--- src/rtl/seven_segment_decoder_pkg.sv ---
// Shared glyph and mode definitions for the 7-segment encoder/decoder pair.
// Latency: none (constants and types only).
// Backpressure: not applicable.
package seven_segment_decoder_pkg;

   // Segment word layout is {a,b,c,d,e,f,g}, a in bit 6.
   localparam logic [6:0] SEG_0     = 7'h7e;
   localparam logic [6:0] SEG_1     = 7'h30;
   localparam logic [6:0] SEG_2     = 7'h6d;
   localparam logic [6:0] SEG_3     = 7'h79;
   localparam logic [6:0] SEG_4     = 7'h33;
   localparam logic [6:0] SEG_5     = 7'h5b;
   localparam logic [6:0] SEG_6     = 7'h5f;
   localparam logic [6:0] SEG_7     = 7'h70;
   localparam logic [6:0] SEG_8     = 7'h7f;
   localparam logic [6:0] SEG_9     = 7'h7b;
   localparam logic [6:0] SEG_A     = 7'h77;
   localparam logic [6:0] SEG_B     = 7'h1f;
   localparam logic [6:0] SEG_C     = 7'h4e;
   localparam logic [6:0] SEG_D     = 7'h3d;
   localparam logic [6:0] SEG_E     = 7'h4f;
   localparam logic [6:0] SEG_F     = 7'h47;
   localparam logic [6:0] SEG_BLANK = 7'h00;

   // Mode codes; 2'b1x decodes like hex.
   localparam logic [1:0] MODE_HEX  = 2'b00;
   localparam logic [1:0] MODE_DEC  = 2'b01;

   // Decoded result of one segment word.
   typedef struct packed {
      logic [3:0] num;
      logic       blank;
      logic       error;
   } seg_dec_t;

endpackage

--- src/rtl/seven_segment_pattern_lut.sv ---
// Maps a {segment word, mode} pair to {value, blank, error}; flags mutually exclusive.
// Latency: purely combinational.
// Backpressure: none.
module seven_segment_pattern_lut
   import seven_segment_decoder_pkg::*;
(
   input  logic [6:0] word,
   input  logic [1:0] mode,
   output seg_dec_t   dec
);

   logic dec_only;
   assign dec_only = (mode == MODE_DEC);

   // Table lookup; letters become errors in decimal-only mode.
   always_comb begin
      dec = '0;
      case (word)
         SEG_0:     dec.num = 4'h0;
         SEG_1:     dec.num = 4'h1;
         SEG_2:     dec.num = 4'h2;
         SEG_3:     dec.num = 4'h3;
         SEG_4:     dec.num = 4'h4;
         SEG_5:     dec.num = 4'h5;
         SEG_6:     dec.num = 4'h6;
         SEG_7:     dec.num = 4'h7;
         SEG_8:     dec.num = 4'h8;
         SEG_9:     dec.num = 4'h9;
         SEG_A:     if (dec_only) dec.error = 1'b1; else dec.num = 4'hA;
         SEG_B:     if (dec_only) dec.error = 1'b1; else dec.num = 4'hB;
         SEG_C:     if (dec_only) dec.error = 1'b1; else dec.num = 4'hC;
         SEG_D:     if (dec_only) dec.error = 1'b1; else dec.num = 4'hD;
         SEG_E:     if (dec_only) dec.error = 1'b1; else dec.num = 4'hE;
         SEG_F:     if (dec_only) dec.error = 1'b1; else dec.num = 4'hF;
         SEG_BLANK: dec.blank = 1'b1;
         default:   dec.error = 1'b1;
      endcase
   end

endmodule

--- src/rtl/seven_segment_decoder.sv ---
// Recovers the 4-bit value from sampled 7-segment lines after a 2-flop sync and a stability window.
// Latency: word change sampled on edge N -> o_valid pulse after edge N+2+STABLE_CYCLES (i_mode change: one edge after the change + STABLE_CYCLES).
// Backpressure: none; one o_valid pulse per accepted pattern, outputs hold until the next pulse.
// Build option ACTIVE_LOW_SEG_EN: segment inputs are active-low and are inverted after the synchroniser.
module seven_segment_decoder
   import seven_segment_decoder_pkg::*;
#(
   parameter int STABLE_CYCLES = 4,   // >= 1
   parameter int CNT_W         = 8    // 2**CNT_W > STABLE_CYCLES
) (
   input  logic       i_clk,
   input  logic       i_rst,
   input  logic [1:0] i_mode,
   input  logic       i_segment_a,
   input  logic       i_segment_b,
   input  logic       i_segment_c,
   input  logic       i_segment_d,
   input  logic       i_segment_e,
   input  logic       i_segment_f,
   input  logic       i_segment_g,
   output logic [3:0] o_binary_num,
   output logic       o_valid,
   output logic       o_blank,
   output logic       o_error
);

   localparam logic [0:0] ST_SETTLING = 1'b0;
   localparam logic [0:0] ST_STABLE   = 1'b1;
   localparam logic [CNT_W-1:0] CNT_LAST = CNT_W'(STABLE_CYCLES - 1);

   logic [6:0]       seg_raw;
   logic [6:0]       sync_q1;
   logic [6:0]       sync_q2;
   logic [6:0]       prev_word;
   logic [1:0]       prev_mode;
   logic [6:0]       word;
   logic             changed;
   logic [CNT_W-1:0] count;
   logic [0:0]       state;
   seg_dec_t         dec;

   assign seg_raw = {i_segment_a, i_segment_b, i_segment_c, i_segment_d,
                     i_segment_e, i_segment_f, i_segment_g};

`ifdef ACTIVE_LOW_SEG_EN
   assign word = ~sync_q2;
`else
   assign word = sync_q2;
`endif

   // Change detection works on the raw synchronised word; polarity does not matter for it.
   assign changed = (sync_q2 != prev_word) || (i_mode != prev_mode);

   // Two-flop synchroniser plus one-cycle history for change detection.
   always_ff @(posedge i_clk or posedge i_rst) begin
      if (i_rst) begin
         sync_q1   <= '0;
         sync_q2   <= '0;
         prev_word <= '0;
         prev_mode <= '0;
      end else begin
         sync_q1   <= seg_raw;
         sync_q2   <= sync_q1;
         prev_word <= sync_q2;
         prev_mode <= i_mode;
      end
   end

   seven_segment_pattern_lut u_lut (
      .word (word),
      .mode (i_mode),
      .dec  (dec)
   );

   // Stability FSM; results latch only on the pulse edge.
   always_ff @(posedge i_clk or posedge i_rst) begin
      if (i_rst) begin
         state        <= ST_SETTLING;
         count        <= '0;
         o_valid      <= 1'b0;
         o_binary_num <= 4'h0;
         o_blank      <= 1'b0;
         o_error      <= 1'b0;
      end else begin
         o_valid <= 1'b0;
         if (changed) begin
            state <= ST_SETTLING;
            count <= '0;
         end else if (state == ST_SETTLING) begin
            if (count == CNT_LAST) begin
               state        <= ST_STABLE;
               o_valid      <= 1'b1;
               o_binary_num <= dec.num;
               o_blank      <= dec.blank;
               o_error      <= dec.error;
            end
            count <= count + 1'b1;
         end else if (count != '1) begin
            // Saturate while parked in STABLE so a long hold never wraps.
            count <= count + 1'b1;
         end
      end
   end

endmodule
--- config.mk ---
export PLATFORM = sky130hd
export DESIGN_NAME = seven_segment_decoder
export DESIGN_NICKNAME = d
export VERILOG_FILES = /design/src/rtl/seven_segment_decoder_pkg.sv /design/src/rtl/seven_segment_pattern_lut.sv /design/src/rtl/seven_segment_decoder.sv
export SDC_FILE = /design/constraint.sdc
export NUM_CORES = 1
export LEC_CHECK = 0
export CAP_MARGIN = 10
export CELL_PAD_IN_SITES_DETAIL_PLACEMENT = 0
export CELL_PAD_IN_SITES_GLOBAL_PLACEMENT = 1
export CORE_ASPECT_RATIO = 1.75
export CORE_MARGIN = 2
export CORE_UTILIZATION = 52
export CTS_CLUSTER_DIAMETER = 60
export DETAILED_ROUTE_END_ITERATION = 10
export DONT_BUFFER_PORTS = 1
export GPL_ROUTABILITY_DRIVEN = 1
export PLACE_DENSITY = 0.82
export REMOVE_ABC_BUFFERS = 1
export SYNTH_ARGS = -nofsm -noshare
export SYNTH_HDL_FRONTEND = slang
export SYNTH_SLANG_ARGS = --single-unit
--- constraint.sdc ---
create_clock -name i_clk -period 7.1 [get_ports i_clk]
set_input_delay 1.42 -clock i_clk [delete_from_list [all_inputs] [get_ports i_clk]]
set_output_delay 1.42 -clock i_clk [all_outputs]
set_load 0.01 [all_outputs]
[Word-level counts from Yosys, hierarchy flattened]
Index checks and enable logic that the tools add are counted.
Word-level totals
  input port bits: 11
  bits in registers: 39
  output and inout bits: 7
  logic and storage cells: 58
Operators by class
  add/subtract/negate cells: 1
  reduce and logical (&&, ||, !) cells: 5
  eq/ne operators: 22
  muxes and demuxes: 18
  bitwise gates (word level): 2
Operator list (number)
  equality test 7 bit, second input constant: 12
  case mux 4 bit (15 select lines): 1
  two-way mux 4 bit: 6
  two-way mux 8 bit: 3
  equality test 7 x 6 -> 1 bit, second input constant: 3
  OR reduction 11 bit: 1
  adder 8 x 1 -> 8 bit, second input constant: 1
  equality test 8 x 2 -> 1 bit, second input constant: 1
  != test 8 bit, second input constant: 1
  equality test 7 x 5 -> 1 bit, second input constant: 1
  logical NOT 7 bit: 1
  two-way mux 1 bit: 7
  != test 7 bit: 1
  OR reduction 6 bit: 1
  != test 3 x 2 -> 1 bit, second input constant: 1
  AND reduction 3 bit: 1
  equality test 2 x 1 -> 1 bit, second input constant: 1
  != test 2 bit: 1
  NOT 1 bit: 2
  case mux 1 bit (2 select lines): 1
  logical OR 1 bit: 1

[Depth between registers and ports, before layout]
Gate-level depths: netlist of run 1.
  depth after elaboration: 4
  gate-level depth with buffers: 7
  gate-level depth less buffers: 6

[Hierarchy]
Synthesis of run 1 repeated with hierarchy kept, for this count alone.
Unflattened totals
  cell total of the unflattened synthesis: 168
  area, all modules: 1844.3 um^2
Modules (own cells, without submodules)
  seven_segment_decoder: seq. area each 975.9 um^2, area an instance 1423.9 um^2, instances 1, cells an instance 104
  seven_segment_pattern_lut: seq. area each 0.0 um^2, area an instance 420.4 um^2, instances 1, cells an instance 64

[Worst setup path after synthesis of run 1]
Ideal clock, no wire load.
  path type: in2reg
  from: input i_mode[0]
  to: register o_binary_num[0]
  arrival time: 2.662 ns
  cell stages on the path: 6
  path buffers: 1
  setup time: 0.125 ns
  data required time: 6.975 ns
  setup slack: 4.313 ns
  cells stage by stage: xor2_1 nor4_1 nand4_2 or2_0 buf_6 mux2_4
Between the ends
  word-level cells in the longest chain between the ends: 4
  elaborated cells on any way between the ends: 9
  those cells by class: eq/ne (2); mux (4); bitwise (1); reduce/logical (2)
RTL lines
  start, declared: line seven_segment_decoder.sv:13  | input logic [1:0] i_mode,
  parallel branches: the longest is 4 deep, another holds case mux 4 bit (15 select lines)
  end signal, assigned: line seven_segment_decoder.sv:93  | o_binary_num <= dec.num;
  end, declared: line seven_segment_decoder.sv:21  | output logic [3:0] o_binary_num,
Parallel ways; which one is timed is not known.
A chain may end at the register's enable or synchronous reset.

[Worst setup path in the final report of run 1]
  from: input i_mode[0]
  to: register o_binary_num[1]
The elaborated chain is that of the path after synthesis.

==> run summary, run 1 <==
RUN STATUS
---------------------------------------------------------------------------------
Status                                                               finished, final reports clean

CLOCKING
---------------------------------------------------------------------------------
TritonCTS sink count                                                           39
Worst skew pair latency                                                   0.28 ns
Number of H-tree levels                                                         2
CTS Buf Count                                                                   5
Count of buffers added by post-CTS timing repair for setup                      0
Clock tree from TritonCTS                                                    done
Quantity of gates resized following cts                                         0
Buffer levels on the longest clock path                                         2
Quantity of hold-fixing buffers added after cts                                 0
Buffer type at the clock tree root                                   sky130_fd_sc_hd__clkbuf_8
Worst-path clk slew                                                       0.07 ns

POWER AND IR DROP
---------------------------------------------------------------------------------
VDD IR-drop max                                                          0.175 mV
Switching Fraction                                                          0.201
Relative contribution of sequential cells to total power                    0.507
Total Power                                                                472 µW
Switching component of the power                                          95.0 µW
Combinational Power Share                                                   0.041
Cell leakage power                                                    0.000844 µW
Internal cell power                                                        377 µW
Pwr dens                                                               244 nW/µm²
Power share of the clock group                                              0.452

PLACE
---------------------------------------------------------------------------------
Routability congestion estimate                                             0.860
Count of port buffers added during placement                                    0
Number of placed instances, taps included                                     202
Pre-CTS setup slack                                                       3.82 ns
Half-perimeter wire length of the detailed placement result               2.33 mm

WORST SETUP PATH
---------------------------------------------------------------------------------
Ordered cell list for the critical path                              xor2_1 -> nor4_1 -> nand4_2 -> or2_0 -> mux2_4
CP arrival                                                                3.13 ns
Worst setup path class                                                  in -> reg
Maximum fanout encountered on the critical timing path                         12
Crit-path slowest cell                                               sky130_fd_sc_hd__or2_0
Startpoint type of the worst setup path                                input port
Longest individual stage delay on the worst path                          0.53 ns
Crit. End Element                                                       flip-flop
Worst endpoint required time                                              7.27 ns

DRT
---------------------------------------------------------------------------------
Routed via count                                                             1222
DRT Wirelength                                                            3.40 mm
DRT antenna net count                                                           0
Drt initial violations                                                         26
Drt pass-1 iters                                                                4
Routed length per placed instance                                         16.2 µm
Remaining DRCs                                                                  0
Vias per cell                                                                5.82

TIMING
---------------------------------------------------------------------------------
Normalized max-slew margin                                                  0.562
Worst Clk Skew                                                         0.00491 ns
Share of the cycle needed by the critical path after routing                0.416
Total negative slack                                                         0 ns
Final worst slack                                                         4.15 ns
Crit path time final                                                      2.95 ns
Worst hold slack                                                         0.350 ns
Setup repair after global routing missed its margin                         false
Least-Margin Pin Slew                                                    0.652 ns
Finish-stage setup viols                                                        0
Max Clock Freq                                                            339 MHz
Final hold violations                                                           0
Number of slew-limit violations in the final report                             0

GLOBAL ROUTING
---------------------------------------------------------------------------------
Wire length of the first global-routing pass                              5.58 mm
Vias in the first global route                                               1235
GR Overflow Total                                                               0
Largest net degree at the start of global routing                              40
Total GRT Usage                                                             0.206
Number of antenna violations at the first check in global routing               0

DIE
---------------------------------------------------------------------------------
Core Footprint                                                           3330 µm²
Die Height                                                                81.4 µm
Die Footprint                                                            3930 µm²
Number of primary I/O pins                                                     18
Die width                                                                 48.2 µm
Row cnt                                                                        28
Starting utilization of the core area                                       0.535

SYNTHESIS
---------------------------------------------------------------------------------
Number of enable flip-flop cells after synthesis                                0
Seq/Total Area, Yosys                                                       0.548
Instance count of the mapped netlist                                          165
Most used standard cell by instance count after synthesis            sky130_fd_sc_hd__dfrtp_1
Top cells by count, synth                                            sky130_fd_sc_hd__dfrtp_1 (39), sky130_fd_sc_hd__nor2_1 (16), sky130_fd_sc_hd__nand2_1 (11), sky130_fd_sc_hd__xor2_1 (11), sky130_fd_sc_hd__nor3_1 (8)
Most instantiated flip-flop cell in the synthesis netlist            sky130_fd_sc_hd__dfrtp_1
Synthesized area per cell                                                10.8 µm²
Post-synthesis register bit count                                              39
Share of Yosys cell area claimed by the top area cell type                  0.548
Leading post-synthesis cells by cell area                            sky130_fd_sc_hd__dfrtp_1 (55%), sky130_fd_sc_hd__xor2_1 (5.4%), sky130_fd_sc_hd__mux2_4 (3.4%)
Library cell occupying the most area in the post-synthesis netlist   sky130_fd_sc_hd__dfrtp_1
Asr flop ratio synth                                                         1.00
Distinct cells, synth                                                          44
YS warnings                                                                     0
Cell area after technology mapping                                       1780 µm²

FINISH
---------------------------------------------------------------------------------
Net count of the finished layout                                              176
FILL cells                                                                    281
# diodes                                                                        0
Fraction of final layout cells with drive strength greater than 1          0.0970
Final non-filler cell total                                                   210
Area Growth Syn to Fin                                                      8.71%

FLOW RUN
---------------------------------------------------------------------------------
Max-capacitance violation count                                                 0

WORST HOLD PATH
---------------------------------------------------------------------------------
Type of the most critical hold path                                    reg -> reg

[cells by family after synthesis]
kind of cell	after synthesis	synth area share
xor gates and xnor gates	15	0.0738
muxes	5	0.0394
DFF	39	0.548
and+or+nand+nor	64	0.197
adders and majority gates	1	0.00703
buffers and inverters	14	0.0337
AOI/OAI and AO/OA	27	0.100
[layer usage]
layer / GRT usage / wire (µm) / up-vias
li1: - / - / 579
met1: 0.232 / 1320 / 603
met2: 0.326 / 1830 / 32
met3: 0.0511 / 146 / 8
met4: 0.132 / 97 / 0
met5: 0 / 0 / -
[cell usage in the layout, fill, tap and decap left out, drive strengths merged, types with 2 or more instances in the layout]
cell type / instances
dfrtp: 39
nor2: 16
xor2: 11
nand2: 11
o21ai: 10
nor3: 8
clkbuf: 6
nand3: 5
inv: 5
xnor2: 4
a21oi: 4
mux2: 4
nand2b: 4
o221ai: 3
nand4: 3
nor4: 2
and3: 2
nand3b: 2
o32ai: 2
or4b: 2
o21a: 2
bufinv: 2
[critical path, delay by kind of cell]
| kind | cells | cell delay, ns |
|---|---|---|
| mux | 1 | 0.38 |
| simple gates | 3 | 1.20 |
| xor+xnor | 1 | 0.13 |
[state kept, by name, indices dropped and copies added (netlist names)]
name / flops
o_error: 1
count: 8
prev_mode: 2
o_valid: 1
sync_q1: 7
state: 1
prev_word: 7
sync_q2: 7
o_binary_num: 4
o_blank: 1
[path summary, 6_finish.rpt]
| kind | start | cells past startpoint | to | slack [ns] |
|---|---|---|---|---|
| worst min-delay path | sync_q1[3]$_DFF_PP0_ | 0 | sync_q2[3]$_DFF_PP0_ | 0.35 |
| worst max-delay path | i_mode[0] | 5 | o_binary_num[1]$_DFFE_PP0P_ | 4.15 |
| min in group asynchronous | i_rst | 2 | sync_q2[1]$_DFF_PP0_ | 1.13 |
| worst min register to register | sync_q1[3]$_DFF_PP0_ | 0 | sync_q2[3]$_DFF_PP0_ | 0.35 |
| worst max register to register | sync_q2[5]$_DFF_PP0_ | 5 | o_binary_num[1]$_DFFE_PP0P_ | 4.58 |
| max in group asynchronous | i_rst | 2 | prev_mode[0]$_DFF_PP0_ | 5.64 |
[per-stage QoR]
stage / util / area (µm²)
2_1_floorplan: - / 1740
3_3_place_gp: 0.542 / 1800
3_5_place_dp: 0.542 / 1800
4_1_cts: 0.582 / 1940
5_1_grt: 0.582 / 1940
6_report: 0.582 / 1940
[layout make-up]
| type | instances | area (µm²) | share of cell area |
|---|---|---|---|
| clock inverter | 2 | 60.1 | 0.0310 |
| clock buffer | 6 | 72.6 | 0.0375 |
| inverter | 5 | 18.8 | 0.00970 |
| tap | 45 | 56.3 | 0.0291 |
| sequential | 39 | 976 | 0.504 |
| multi-input combinational | 112 | 744 | 0.385 |
| timing repair buffer | 1 | 7.51 | 0.00388 |
[power groups by stage]
stage | clock network, µW | logic (µW) | registers, µW
after floorplan | 0 | 15.9 | 240
after global placement | 0 | 19.0 | 243
after detailed placement | 0 | 19.5 | 244
after CTS | 221 | 19.6 | 239
after global routing | 229 | 22.2 | 240
final | 214 | 19.1 | 239
Note: power is estimated with default switching activity, not from simulation.
==> inputs of run 2 (changes only) <==
--- a/config.mk
+++ b/config.mk
@@ -10,12 +10,12 @@
 export CELL_PAD_IN_SITES_GLOBAL_PLACEMENT = 1
 export CORE_ASPECT_RATIO = 1.75
 export CORE_MARGIN = 2
-export CORE_UTILIZATION = 52
+export CORE_UTILIZATION = 44
 export CTS_CLUSTER_DIAMETER = 60
 export DETAILED_ROUTE_END_ITERATION = 10
 export DONT_BUFFER_PORTS = 1
 export GPL_ROUTABILITY_DRIVEN = 1
-export PLACE_DENSITY = 0.82
+export PLACE_DENSITY = 0.74
 export REMOVE_ABC_BUFFERS = 1
 export SYNTH_ARGS = -nofsm -noshare
 export SYNTH_HDL_FRONTEND = slang
==> constraint.sdc (replaced) <==
create_clock -name i_clk -period 2.5 [get_ports i_clk]
set_input_delay 0.5 -clock i_clk [delete_from_list [all_inputs] [get_ports i_clk]]
set_output_delay 0.5 -clock i_clk [all_outputs]
set_load 0.01 [all_outputs]
==> run 2 against run 1 <==
Clock skew is essentially flat. Hold slack lost 0.11 ns. Via count shrank 0.33%. Global-route usage shrank 2.3 points. First-iteration DRC count grew 31%. Total power grew to 2.9 times the previous value. Combinational power grew to 3.5 times the previous value. Cell count grew 3.3%. Core utilization shrank 7.1 points. Sequential share of layout area shrank 0.99 points. Final area grew 2.0%.
==> run summary, run 2 (synthesized netlist as in run 1, its figures left out) <==
RUN STATUS
--------------------------------------------------------------------------------
Status                                                              finished, final reports clean

WORST SETUP PATH
--------------------------------------------------------------------------------
Maximum fanout encountered on the critical timing path                         7
Longest individual stage delay on the worst path                         0.43 ns
Ordered cell list for the critical path                             ha_1 -> or4b_1 -> or4_1 -> nand2b_4 -> or2_4 -> mux2_4
Crit. End Element                                                      flip-flop
CP arrival                                                               2.50 ns
Startpoint type of the worst setup path                                flip-flop
Worst setup path class                                                reg -> reg
Crit-path slowest cell                                              sky130_fd_sc_hd__or4_1
Worst endpoint required time                                             2.67 ns

PLACE
--------------------------------------------------------------------------------
Half-perimeter wire length of the detailed placement result              2.46 mm
Count of port buffers added during placement                                   0
Routability congestion estimate                                            0.811
Cell area after placement                                               1830 µm²

TIMING
--------------------------------------------------------------------------------
Number of slew-limit violations in the final report                            0
Normalized max-slew margin                                                 0.554
Total negative slack                                                        0 ns
Worst Clk Skew                                                        0.00449 ns
Least-Margin Pin Slew                                                   0.664 ns
Share of the cycle needed by the critical path after routing               0.932
Final hold violations                                                          0
Finish-stage setup viols                                                       0
Max Clock Freq                                                           429 MHz
Crit path time final                                                     2.33 ns
Setup repair after global routing missed its margin                        false

POWER AND IR DROP
--------------------------------------------------------------------------------
Power share of the clock group                                             0.452
Total Power                                                              1350 µW
VDD IR-drop max                                                         0.454 mV
Pwr dens                                                              683 nW/µm²
Combinational Power Share                                                  0.049
Relative contribution of sequential cells to total power                   0.499
Internal cell power                                                      1070 µW
Switching Fraction                                                         0.203
Switching component of the power                                          274 µW
Cell leakage power                                                   0.000863 µW

FINISH
--------------------------------------------------------------------------------
Area occupied by multi-input gates                                       747 µm²
Leading cell type in the layout, fill and taps excluded             sky130_fd_sc_hd__dfrtp_1
Register area                                                            976 µm²
Net count of the finished layout                                             180
Top reg by flops                                                           count
FILL cells                                                                   354
Final design utilization                                                   0.511
Area Growth Syn to Fin                                                     10.9%
Area of all placed cells without fillers                                1970 µm²
Flip-flop count of the largest register after layout                           8
Fraction of final layout cells with drive strength greater than 1          0.118
# diodes                                                                       0
Top library cells by usage in the layout, fill and taps aside       sky130_fd_sc_hd__dfrtp_1 (39), sky130_fd_sc_hd__nor2_1 (16), sky130_fd_sc_hd__xor2_1 (11), sky130_fd_sc_hd__nand2_1 (11), sky130_fd_sc_hd__nor3_1 (8)

CLOCKING
--------------------------------------------------------------------------------
Worst-path clk slew                                                      0.07 ns
Number of H-tree levels                                                        2
Worst skew pair latency                                                  0.29 ns
TritonCTS sink count                                                          39
Clock tree from TritonCTS                                                   done
Buffer levels on the longest clock path                                        2
CTS Buf Count                                                                  5
Buffer type at the clock tree root                                  sky130_fd_sc_hd__clkbuf_8

DRT
--------------------------------------------------------------------------------
Drt pass-1 iters                                                               4
DRT Wirelength                                                           3.57 mm
Vias per cell                                                               5.61
Drt initial violations                                                        34
Remaining DRCs                                                                 0
DRT antenna net count                                                          0
Routed length per placed instance                                        16.5 µm
Routed via count                                                            1218

FLOW RUN
--------------------------------------------------------------------------------
Max-capacitance violation count                                                0

DIE
--------------------------------------------------------------------------------
Starting utilization of the core area                                      0.461
Die Footprint                                                           4590 µm²
Die width                                                                52.1 µm
Number of primary I/O pins                                                    18
Row cnt                                                                       30
Die Height                                                               88.2 µm
Core Footprint                                                          3870 µm²

GLOBAL ROUTING
--------------------------------------------------------------------------------
Wire length of the first global-routing pass                             5.98 mm
Total GRT Usage                                                            0.183
Largest net degree at the start of global routing                             35
Number of antenna violations at the first check in global routing              0
GR Overflow Total                                                              0
Vias in the first global route                                              1272

WORST HOLD PATH
--------------------------------------------------------------------------------
Type of the most critical hold path                                    in -> reg

## run 2: changes by cell type in the layout (fill, tap and decap cells not counted)
cell | before | now
sky130_fd_sc_hd__or2_0 | 1 | 0
sky130_fd_sc_hd__dlygate4sd3_1 | 0 | 1
sky130_fd_sc_hd__or2_4 | 0 | 1
sky130_fd_sc_hd__buf_4 | 1 | 4
## run 2: power by group through the flow
stage / registers (µW) / logic [µW] / clock network [µW]
3_5_place_dp: 684 / 65.5 / 0
6_report: 672 / 66.3 / 610
4_1_cts: 672 / 67.3 / 627
3_3_place_gp: 682 / 62.0 / 0
2_1_floorplan: 682 / 45.2 / 0
5_1_grt: 675 / 75.1 / 650
## run 2: worst paths after layout
path / from / to / slack, ns / depth (start not counted)
max: count[0]$_DFFE_PP0P_ / o_binary_num[0]$_DFFE_PP0P_ / 0.17 / 6
min: i_mode[0] / prev_mode[0]$_DFF_PP0_ / 0.24 / 0
max reg2reg: count[0]$_DFFE_PP0P_ / o_binary_num[0]$_DFFE_PP0P_ / 0.17 / 6
min reg2reg: sync_q1[3]$_DFF_PP0_ / sync_q2[3]$_DFF_PP0_ / 0.35 / 0
max in group asynchronous: i_rst / state$_DFF_PP0_ / 1.28 / 3
min in group asynchronous: i_rst / sync_q2[6]$_DFF_PP0_ / 0.55 / 2
## run 2: what timing repair did
item,4_1_cts,5_1_grt
hold buffers,1,0
pin swaps,0,0
hold endpoints to repair,5,0
setup endpoints to repair,4,5
resized for setup,1,1
buffers inserted,0,0
## run 2: through the flow
step | hold slack [ns] | instances | setup WS (ns)
2_1_floorplan | 0.331 | 156 | 0.151
3_3_place_gp | 0.296 | 208 | 0.0906
3_5_place_dp | 0.305 | 208 | 0.0189
4_1_cts | 0.225 | 217 | 0.0552
5_1_grt | 0.213 | 217 | 0.0383
6_report | 0.236 | 217 | 0.169
## run 2: cell type report
cell class | instances | area share
multi-input combinational | 112 | 0.378
inverter | 5 | 0.00951
clock inverter | 2 | 0.0304
clock buffer | 6 | 0.0368
timing repair buffer | 5 | 0.0203
sequential | 39 | 0.494
tap | 48 | 0.0304
## run 2: critical path, delay by kind of cell, from the launching register on
kind          cells  cell delay (ns)
simple gates      4             1.30
flops             1             0.40
mux               1             0.31
fa+ha+maj         1             0.22
## run 2: layer usage
layer / vias to the layer above / GRT usage / share of wire
met5: - / 0 / 0
met4: 0 / 0.122 / 0.042
met3: 14 / 0.0392 / 0.038
met2: 34 / 0.315 / 0.54
met1: 588 / 0.195 / 0.38
li1: 582 / - / -
==> inputs of run 3 (changes only) <==
--- a/config.mk
+++ b/config.mk
@@ -10,12 +10,12 @@
 export CELL_PAD_IN_SITES_GLOBAL_PLACEMENT = 1
 export CORE_ASPECT_RATIO = 1.75
 export CORE_MARGIN = 2
-export CORE_UTILIZATION = 44
+export CORE_UTILIZATION = 52
 export CTS_CLUSTER_DIAMETER = 60
 export DETAILED_ROUTE_END_ITERATION = 10
 export DONT_BUFFER_PORTS = 1
 export GPL_ROUTABILITY_DRIVEN = 1
-export PLACE_DENSITY = 0.74
+export PLACE_DENSITY = 0.82
 export REMOVE_ABC_BUFFERS = 1
 export SYNTH_ARGS = -nofsm -noshare
 export SYNTH_HDL_FRONTEND = slang
==> constraint.sdc (replaced) <==
create_clock -name i_clk -period 2.7 [get_ports i_clk]
set_input_delay 0.54 -clock i_clk [delete_from_list [all_inputs] [get_ports i_clk]]
set_output_delay 0.54 -clock i_clk [all_outputs]
set_load 0.01 [all_outputs]
==> run 3 against run 2 <==
Global-route usage grew 4.4 points. First-iteration DRC count shrank 8.8%. Critical path depth unchanged. Maximum frequency fell by 7.8%. Flip-flop and latch count unchanged. Largest power group unchanged. Combinational power grew 6.2%. Cell count is the same.
==> run summary, run 3 (synthesized netlist as in run 1, its figures left out) <==
WORST SETUP PATH
--------------------------------------------------------------------------------
Crit. End Element                                                      flip-flop
Register-to-Register Path Depth                                                6
Worst setup path class                                                reg -> reg
Longest individual stage delay on the worst path                         0.43 ns
CP arrival                                                               2.71 ns
Ordered cell list for the critical path                             ha_1 -> or4b_1 -> or4_1 -> nand2b_4 -> or2_0 -> mux2_4
Setup slack of the worst register-to-register path                       0.17 ns
Reg2Reg Capture Point                                               o_binary_num[0]$_DFFE_PP0P_
Crit-path slowest cell                                              sky130_fd_sc_hd__or4_1
Maximum fanout encountered on the critical timing path                         7
Worst setup path startpoint                                         count[0]$_DFFE_PP0P_
RR Startpoint                                                       count[0]$_DFFE_PP0P_
Worst endpoint required time                                             2.88 ns
Startpoint type of the worst setup path                                flip-flop

GLOBAL ROUTING
--------------------------------------------------------------------------------
GR Overflow Total                                                              0
Wire length of the first global-routing pass                             6.01 mm
Number of antenna violations at the first check in global routing              0
Largest net degree at the start of global routing                             24
Vias in the first global route                                              1347
Total GRT Usage                                                            0.227

FINISH
--------------------------------------------------------------------------------
Top library cells by usage in the layout, fill and taps aside       sky130_fd_sc_hd__dfrtp_1 (39), sky130_fd_sc_hd__nor2_1 (16), sky130_fd_sc_hd__xor2_1 (11), sky130_fd_sc_hd__nand2_1 (11)
Net count of the finished layout                                             183
Area Growth Syn to Fin                                                     9.42%
FILL cells                                                                   293
# diodes                                                                       0
Top reg by flops                                                           count
Fraction of final layout cells with drive strength greater than 1          0.140
Leading cell type in the layout, fill and taps excluded             sky130_fd_sc_hd__dfrtp_1
Flip-flop count of the largest register after layout                           8

DIE
--------------------------------------------------------------------------------
Die width                                                                48.2 µm
Number of primary I/O pins                                                    18
Die Footprint                                                           3930 µm²
Starting utilization of the core area                                      0.535
Die Height                                                               81.4 µm
Core Footprint                                                          3330 µm²
Row cnt                                                                       28

POWER AND IR DROP
--------------------------------------------------------------------------------
VDD IR-drop max                                                         0.486 mV
Relative contribution of sequential cells to total power                   0.567
Power share of the clock group                                             0.369
Cell leakage power                                                   0.000852 µW
Combinational Power Share                                                  0.064
Internal cell power                                                       813 µW
Switching component of the power                                          281 µW
Pwr dens                                                              561 nW/µm²
Switching Fraction                                                         0.257

TIMING
--------------------------------------------------------------------------------
Number of slew-limit violations in the final report                            0
Finish-stage setup viols                                                       0
Worst Clk Skew                                                        0.00587 ns
Setup repair after global routing missed its margin                        false
Normalized max-slew margin                                                 0.442
Least-Margin Pin Slew                                                   0.835 ns
Crit path time final                                                     2.53 ns
Final worst slack                                                       0.172 ns
Final hold violations                                                          0
Total negative slack                                                        0 ns
Max Clock Freq                                                           396 MHz
Share of the cycle needed by the critical path after routing               0.936

PLACE
--------------------------------------------------------------------------------
Routability congestion estimate                                            0.834
Half-perimeter wire length of the detailed placement result              2.91 mm
Count of port buffers added during placement                                   0
Pre-CTS setup slack                                                     0.191 ns

CLOCKING
--------------------------------------------------------------------------------
Buffer type at the clock tree root                                  sky130_fd_sc_hd__clkbuf_8
Buffer levels on the longest clock path                                        2
CTS Buf Count                                                                  5
Number of H-tree levels                                                        2
Count of buffers added by post-CTS timing repair for setup                     0
TritonCTS sink count                                                          39
Worst skew pair latency                                                  0.30 ns
Clock tree from TritonCTS                                                   done
Quantity of gates resized following cts                                        0
Quantity of hold-fixing buffers added after cts                                0
Worst-path clk slew                                                      0.08 ns

DRT
--------------------------------------------------------------------------------
DRT Wirelength                                                           3.97 mm
Remaining DRCs                                                                 0
Drt pass-1 iters                                                               4
DRT antenna net count                                                          0
Routed via count                                                            1286
Vias per cell                                                               5.93
Drt initial violations                                                        31
Routed length per placed instance                                        18.3 µm

WORST HOLD PATH
--------------------------------------------------------------------------------
Type of the most critical hold path                                    in -> reg
Hold-critical path endpoint                                         sync_q1[1]$_DFF_PP0_
Worst hold start                                                     i_segment_f
Cell count of the worst hold path                                              0

FLOW RUN
--------------------------------------------------------------------------------
Max-capacitance violation count                                                0

RUN STATUS
--------------------------------------------------------------------------------
Status                                                              finished, final reports clean

==> run 3: power by group through the flow <==
stage	registers [µW]	clock network, µW	logic, µW
5_1_grt	621	438	78.1
3_3_place_gp	630	0	66.5
6_report	620	403	70.4
2_1_floorplan	631	0	41.8
4_1_cts	620	417	70.2
3_5_place_dp	631	0	69.9
==> run 3: metrics by stage <==
step                std cells  power, µW   util  hold WS (ns)  cell area [µm²]
floorplan                 156        673      -         0.331             1740
global placement          209        697  0.558         0.335             1860
detailed placement        209        701  0.558         0.336             1860
CTS                       217       1110  0.585         0.257             1950
global route              217       1140  0.585         0.252             1950
finish                    217       1090  0.585         0.265             1950
==> run 3: per-layer routing <==
metal / routed length (µm) / share of wire / GRT usage
met3: 177 / 0.045 / 0.0689
met2: 2200 / 0.56 / 0.408
met4: 146 / 0.037 / 0.116
met1: 1440 / 0.36 / 0.210
met5: 0 / 0 / 0
==> run 3: area by class of cell <==
class	count	area (µm²)	share of cell area
Timing Repair Buffer	8	60.1	0.0308
Inverter	5	18.8	0.00963
Clock buffer	5	68.8	0.0353
Tap cell	45	56.3	0.0289
Sequential cell	39	976	0.501
Multi-Input combinational cell	112	744	0.382
Clock inverter	3	23.8	0.0122
==> run 3: how the worst max path moves through the flow <==
| stage | endpoint | slack [ns] | depth (start not counted) |
|---|---|---|---|
| finish | o_binary_num[0]$_DFFE_PP0P_ | 0.17 | 6 |
| CTS | o_binary_num[0]$_DFFE_PP0P_ | 0.17 | 6 |
| detailed placement | o_binary_num[0]$_DFFE_PP0P_ | 0.19 | 6 |
| global route | o_binary_num[0]$_DFFE_PP0P_ | 0.07 | 6 |
| global placement | o_binary_num[2]$_DFFE_PP0P_ | 0.26 | 6 |
| floorplan | o_binary_num[0]$_DFFE_PP0P_ | 0.35 | 6 |
==> run 3: worst max-delay path: cells and delay by family (launching register included) <==
| family | cells | cell delay, ns |
|---|---|---|
| adder cells (fa/ha/maj) | 1 | 0.21 |
| flip-flops | 1 | 0.39 |
| AND/OR/NAND/NOR | 4 | 1.42 |
| multiplexers | 1 | 0.39 |
